==> config.mk <==
export PLATFORM = sky130hd
export DESIGN_NAME = freq_ratio_upd_ctrl
export DESIGN_NICKNAME = d
export VERILOG_FILES = /design/src/rtl/freq_ratio_upd_ctrl.sv
export SDC_FILE = /design/constraint.sdc
export NUM_CORES = 1
export LEC_CHECK = 0
export CAP_MARGIN = 20
export CORE_UTILIZATION = 60
export CTS_BUF_LIST = sky130_fd_sc_hd__clkbuf_4 sky130_fd_sc_hd__clkbuf_8
export DETAILED_ROUTE_END_ITERATION = 8
export GPL_TIMING_DRIVEN = 0
export PLACE_DENSITY = 0.84
export SLEW_MARGIN = 30
export SYNTH_ARGS = -nofsm -noshare
export SYNTH_HDL_FRONTEND = slang
export SYNTH_SLANG_ARGS = --single-unit
==> constraint.sdc <==
create_clock -name clkin -period 4.43 [get_ports clkin]
set_clock_uncertainty 0.05 [all_clocks]
set_input_delay 1.329 -clock clkin [delete_from_list [all_inputs] [get_ports clkin]]
set_output_delay 1.329 -clock clkin [all_outputs]
set_load 0.01 [all_outputs]
==> src/rtl/freq_ratio_upd_ctrl.sv <==
// freq_ratio_upd_ctrl
// Initiator side of the divider's 4-phase ratio-update handshake. Accepts new
// divide ratios from the CSR side, drops values below MIN_RATIO, and presents
// a frozen ratio with ratio_upd_req until the divider has acknowledged. One
// latest-wins pending slot absorbs updates that arrive mid-handshake. Each
// handshake phase is guarded by a timeout. Error flags are sticky.

module freq_ratio_upd_ctrl #(
   parameter int RATIO_W     = 10,
   parameter int RESET_RATIO = 2,
   parameter int MIN_RATIO   = 1,
   parameter int TIMEOUT     = 255,
   parameter int SYNC_STAGES = 2
) (
   input  logic               clkin,
   input  logic               rst,
   input  logic [RATIO_W-1:0] cfg_ratio,
   input  logic               cfg_valid,
   output logic [RATIO_W-1:0] ratio,
   output logic               ratio_upd_req,
   input  logic               ratio_upd_ack,
   output logic               upd_done,
   output logic               busy,
   output logic               err_illegal,
   output logic               err_timeout,
   input  logic               err_clr
);

   localparam int CNT_W = (TIMEOUT < 1) ? 1 : $clog2(TIMEOUT + 1);
   localparam logic [RATIO_W-1:0] RESET_VAL = RATIO_W'(RESET_RATIO);
   localparam logic [RATIO_W-1:0] MIN_VAL   = RATIO_W'(MIN_RATIO);
   localparam logic [CNT_W-1:0]   TO_VAL    = CNT_W'(TIMEOUT);

   typedef enum logic [1:0] {
      ST_IDLE    = 2'd0,
      ST_REQ     = 2'd1,
      ST_ACK_LOW = 2'd2
   } state_t;

   state_t             r_state;
   logic [RATIO_W-1:0] r_ratio;
   logic               r_req;
   logic               r_done;
   logic               r_pend_vld;
   logic [RATIO_W-1:0] r_pend_ratio;
   logic               r_abort;      // current ACK_LOW phase ends without upd_done
   logic [CNT_W-1:0]   r_cnt;
   logic               r_err_ill;
   logic               r_err_to;

   logic w_ack_s;
   logic w_illegal;
   logic w_legal;
   logic w_cnt_max;
   logic w_to_fire;

   // Acknowledge synchroniser; every decision below uses the delayed copy.
   generate
      if (SYNC_STAGES == 0) begin : g_nosync
         assign w_ack_s = ratio_upd_ack;
      end else begin : g_sync
         logic [SYNC_STAGES-1:0] r_ack_sync;

         // Shift the raw acknowledge through SYNC_STAGES flops.
         always_ff @(posedge clkin or posedge rst) begin
            if (rst) begin
               r_ack_sync <= {SYNC_STAGES{1'b0}};
            end else begin
               r_ack_sync[0] <= ratio_upd_ack;
               for (int i = 1; i < SYNC_STAGES; i++) begin
                  r_ack_sync[i] <= r_ack_sync[i-1];
               end
            end
         end

         assign w_ack_s = r_ack_sync[SYNC_STAGES-1];
      end
   endgenerate

   assign w_illegal = cfg_valid & (cfg_ratio < MIN_VAL);
   assign w_legal   = cfg_valid & ~w_illegal;
   assign w_cnt_max = (r_cnt == TO_VAL);

   // Timeout fires only when the phase's exit condition is not met this cycle.
   always_comb begin
      w_to_fire = 1'b0;
      case (r_state)
         ST_REQ:     w_to_fire = ~w_ack_s & w_cnt_max;
         ST_ACK_LOW: w_to_fire =  w_ack_s & w_cnt_max;
         default:    w_to_fire = 1'b0;
      endcase
   end

   // Handshake FSM: owns ratio, req, done pulse, pending slot and phase counter.
   always_ff @(posedge clkin or posedge rst) begin
      if (rst) begin
         r_state      <= ST_IDLE;
         r_ratio      <= RESET_VAL;
         r_req        <= 1'b0;
         r_done       <= 1'b0;
         r_pend_vld   <= 1'b0;
         r_pend_ratio <= {RATIO_W{1'b0}};
         r_abort      <= 1'b0;
         r_cnt        <= {CNT_W{1'b0}};
      end else begin
         r_done <= 1'b0;
         case (r_state)
            ST_IDLE: begin
               // A request is never raised while the synchronised ack is still high.
               if (w_legal && !w_ack_s) begin
                  r_ratio    <= cfg_ratio;
                  r_req      <= 1'b1;
                  r_cnt      <= {CNT_W{1'b0}};
                  r_abort    <= 1'b0;
                  r_pend_vld <= 1'b0;
                  r_state    <= ST_REQ;
               end else if (w_legal) begin
                  r_pend_ratio <= cfg_ratio;
                  r_pend_vld   <= 1'b1;
               end else if (r_pend_vld && !w_ack_s) begin
                  r_ratio    <= r_pend_ratio;
                  r_req      <= 1'b1;
                  r_cnt      <= {CNT_W{1'b0}};
                  r_abort    <= 1'b0;
                  r_pend_vld <= 1'b0;
                  r_state    <= ST_REQ;
               end else begin
                  r_req <= 1'b0;
               end
            end
            ST_REQ: begin
               if (w_legal) begin
                  r_pend_ratio <= cfg_ratio;
                  r_pend_vld   <= 1'b1;
               end
               if (w_ack_s) begin
                  r_req   <= 1'b0;
                  r_cnt   <= {CNT_W{1'b0}};
                  r_abort <= 1'b0;
                  r_state <= ST_ACK_LOW;
               end else if (w_cnt_max) begin
                  r_req   <= 1'b0;
                  r_cnt   <= {CNT_W{1'b0}};
                  r_abort <= 1'b1;
                  r_state <= ST_ACK_LOW;
               end else begin
                  r_cnt <= r_cnt + CNT_W'(1);
               end
            end
            ST_ACK_LOW: begin
               if (!w_ack_s) begin
                  r_done <= ~r_abort;
                  r_cnt  <= {CNT_W{1'b0}};
                  // Chain straight into the next handshake, newest value first.
                  if (w_legal) begin
                     r_ratio    <= cfg_ratio;
                     r_req      <= 1'b1;
                     r_abort    <= 1'b0;
                     r_pend_vld <= 1'b0;
                     r_state    <= ST_REQ;
                  end else if (r_pend_vld) begin
                     r_ratio    <= r_pend_ratio;
                     r_req      <= 1'b1;
                     r_abort    <= 1'b0;
                     r_pend_vld <= 1'b0;
                     r_state    <= ST_REQ;
                  end else begin
                     r_state <= ST_IDLE;
                  end
               end else begin
                  if (w_legal) begin
                     r_pend_ratio <= cfg_ratio;
                     r_pend_vld   <= 1'b1;
                  end
                  // Ack stuck high: counter saturates and the phase no longer counts as success.
                  if (w_cnt_max) begin
                     r_abort <= 1'b1;
                  end else begin
                     r_cnt <= r_cnt + CNT_W'(1);
                  end
               end
            end
            default: begin
               r_state <= ST_IDLE;
               r_req   <= 1'b0;
               r_cnt   <= {CNT_W{1'b0}};
            end
         endcase
      end
   end

   // Sticky error flags; a new error event beats err_clr in the same cycle.
   always_ff @(posedge clkin or posedge rst) begin
      if (rst) begin
         r_err_ill <= 1'b0;
         r_err_to  <= 1'b0;
      end else begin
         if (w_illegal) begin
            r_err_ill <= 1'b1;
         end else if (err_clr) begin
            r_err_ill <= 1'b0;
         end else begin
            r_err_ill <= r_err_ill;
         end
         if (w_to_fire) begin
            r_err_to <= 1'b1;
         end else if (err_clr) begin
            r_err_to <= 1'b0;
         end else begin
            r_err_to <= r_err_to;
         end
      end
   end

   assign ratio         = r_ratio;
   assign ratio_upd_req = r_req;
   assign upd_done      = r_done;
   assign err_illegal   = r_err_ill;
   assign err_timeout   = r_err_to;
   assign busy          = (r_state != ST_IDLE) || r_pend_vld;

endmodule

==> results.json <==
{
  "hold_start": "g_sync.r_ack_sync[0]",
  "setup_viol": 0,
  "worstMarginPinSlew_ns": 0.776,
  "grt_start_max_net_pins": 39,
  "drtAntennaViolNets": 0,
  "syn_avg_cell_area_sq_um": 10.5,
  "cp-startpoint": "r_state[0]",
  "power_density_nw_per_um2": 551,
  "die_area_sq_um": 3650,
  "fill_cells": 216,
  "drive_gt1_share_pct": 17.3,
  "core_sq_um": 3150,
  "seq_power_share_pct": 39.2,
  "p_comb_share_pct": 46.4,
  "syn_area_sq_um": 2040,
  "syn_to_final_growth_pct": 20.0,
  "ctsResizeCount": 0,
  "ir_worst_vdd_uv": 384,
  "crit_arrival_ns": 1.87,
  "hold_viol": 0,
  "cp_max_fo": 6,
  "cts_root_buffer": "clkbuf_4",
  "power.share.clock_pct": 14.4,
  "drt-vias-per-instance": 5.92,
  "port_buffers": 29,
  "synth_cell_types": 43,
  "die-width_um": 60.4,
  "grt_pass1_wl_um": 7390,
  "regToRegSetupSlack_ns": 2.00,
  "clock_path_buffers": 2,
  "yosysTopAreaCell": "dfrtp_1",
  "synth_top_area_share_pct": 45.3,
  "ys_seq_area_share_pct": 46.6,
  "final_max_slew_viol_count": 0,
  "final_cell_mix": "dfrtp_1, clkdlybuf4s50_1, nand2_1",
  "overflow": 0,
  "cts_tree": "done",
  "nNetsFinal": 252,
  "core.rowCount": 20,
  "swShare_pct": 37.3,
  "period_share_pct": 73.4,
  "clkLatencyLatePin_ns": 0.34,
  "ctsHoldBuffers": 0,
  "cp-end-kind": "output port",
  "slew_headroom_pct": 48.2,
  "p_sw_mw": 0.505,
  "max_cap_violations": 0,
  "final_core_util_pct": 77.8,
  "synthFlopType": "dfrtp_1",
  "grt_usage_pct": 28.1,
  "yosysWarnings": 0,
  "p_int_mw": 0.847,
  "critPathKind": "flop to output port",
  "fmax_mhz": 307,
  "p_leak_nw": 1.09,
  "r2r-start": "g_sync.r_ack_sync[1]",
  "routed_wl_um": 4390,
  "synth_nets": 216,
  "synth-seq-cells": 38,
  "place.gp.congestion": 0.860,
  "clk_pin_slew_worst_paths_ns": 0.11,
  "rsz0062_at_grt": "false",
  "start_kind": "flop",
  "antenna_found_initial": 0,
  "grt_pass1_vias": 1650,
  "numCtsBuffers": 5,
  "final_common_cell": "dfrtp_1",
  "htree_levels": 2,
  "syn-instance-count": 194,
  "fp.dieH_um": 60.4,
  "clock-sinks": 38,
  "wire_per_inst_um": 15.9,
  "postCtsSetupRepairBufs": 0,
  "diodes": 0,
  "ys_top_cells_by_area": "dfrtp_1, mux2_2, ha_1, a21oi_1, nand2_1",
  "firstDrtPassIters": 4,
  "vias": 1629,
  "cp.required_ns": 3.05,
  "min_path_type": "flop to flop",
  "drtIter0Drc": 102,
  "outcome": "finished, final reports clean",
  "pin_count": 30,
  "synth_edf_count": 0,
  "initial_core_util_pct": 64.8,
  "ys_async_sr_fraction_pct": 100,
  "dpl.hpwl_um": 3240,
  "period_needed_ns": 3.25,
  "fin_setup_tns_ns": 0,
  "remaining_drc_errors": 0
}
[cell type report]
type                    count  area (sq um)  area share (%)
clock buffers               6          51.3            2.09
flip-flops and latches     38           952            38.8
repair buffers             29           290            11.8
plain buffers               3          26.3            1.07
well taps                  44          55.1            2.24
inverters                  12          45.0            1.84
multi-input cells         141          1020            41.6
clock inverters             2          12.5           0.510
[stage by stage]
step / hold WS (ns) / total power [mW] / cell area, sq um / cells / worst slack, ns
2_1_floorplan: 0.281 / 0.933 / 2040 / 194 / 1.53
3_3_place_gp: 0.282 / 1.12 / 2390 / 267 / 0.937
3_5_place_dp: 0.292 / 1.16 / 2390 / 267 / 0.865
4_1_cts: 0.318 / 1.35 / 2450 / 275 / 1.16
5_1_grt: 0.342 / 1.44 / 2450 / 275 / 1.08
6_report: 0.315 / 1.35 / 2450 / 275 / 1.18
[metal layers]
layer | vias up | share of wire, % | wire length, um | GRT usage, %
met5 | - | 0 | 0 | 0
met4 | 0 | 1.8 | 79 | 11.6
met3 | 10 | 4.7 | 205 | 6.40
met2 | 53 | 50 | 2210 | 46.2
met1 | 784 | 43 | 1890 | 35.7
li1 | 782 | - | - | -
[final timing paths]
check                                        to  cells past startpoint
max                                        busy                      4
min                        g_sync.r_ack_sync[1]                      0
max reg2reg                     r_pend_ratio[1]                      5
min reg2reg                g_sync.r_ack_sync[1]                      0
max in group asynchronous  g_sync.r_ack_sync[0]                      2
min in group asynchronous              r_cnt[1]                      2
[cells by family after synthesis]
logic type                 share of synthesized area (%)
buffers and inverters                               3.49
and+or+nand+nor                                     16.1
AOI/OAI and AO/OA                                   19.1
DFF                                                 46.6
muxes                                               10.5
adders and majority gates                           4.28
[synth_stat cells (all sizes together) (3+ instances only)]
library cell  number
or2                3
nor3               4
mux2i              6
a22oi              4
a22o               4
inv               12
nand3              3
ha                 7
nor4               4
o21ai             17
and3               3
nor2              13
dfrtp             37
a31oi              3
nand2             18
mux2              13
a21oi             16
[power groups by stage]
stage               sequential, mW  clock [mW]  combinational, mW
global placement             0.525           0              0.599
global route                 0.544       0.214              0.686
finish                       0.530       0.195              0.627
CTS                          0.529       0.198              0.627
detailed placement           0.536           0              0.624
floorplan                    0.543           0              0.390
[registers in the layout (all words and copies together), names as in the netlist]
register,count
r_pend_vld,1
r_state,2
upd_done,1
err_illegal,1
r_cnt,8
err_timeout,1
r_abort,1
g_sync.r_ack_sync,2
ratio_upd_req,1
ratio,10
r_pend_ratio,10
[critical path, stage by stage, from the launching register on]
cell and delay [ns]:
dfrtp_1 0.42, inv_1 0.08, ha_1 0.28, nand2b_1 0.18, clkdlybuf4s50_1 0.57
(Power assumes the default switching activity.)
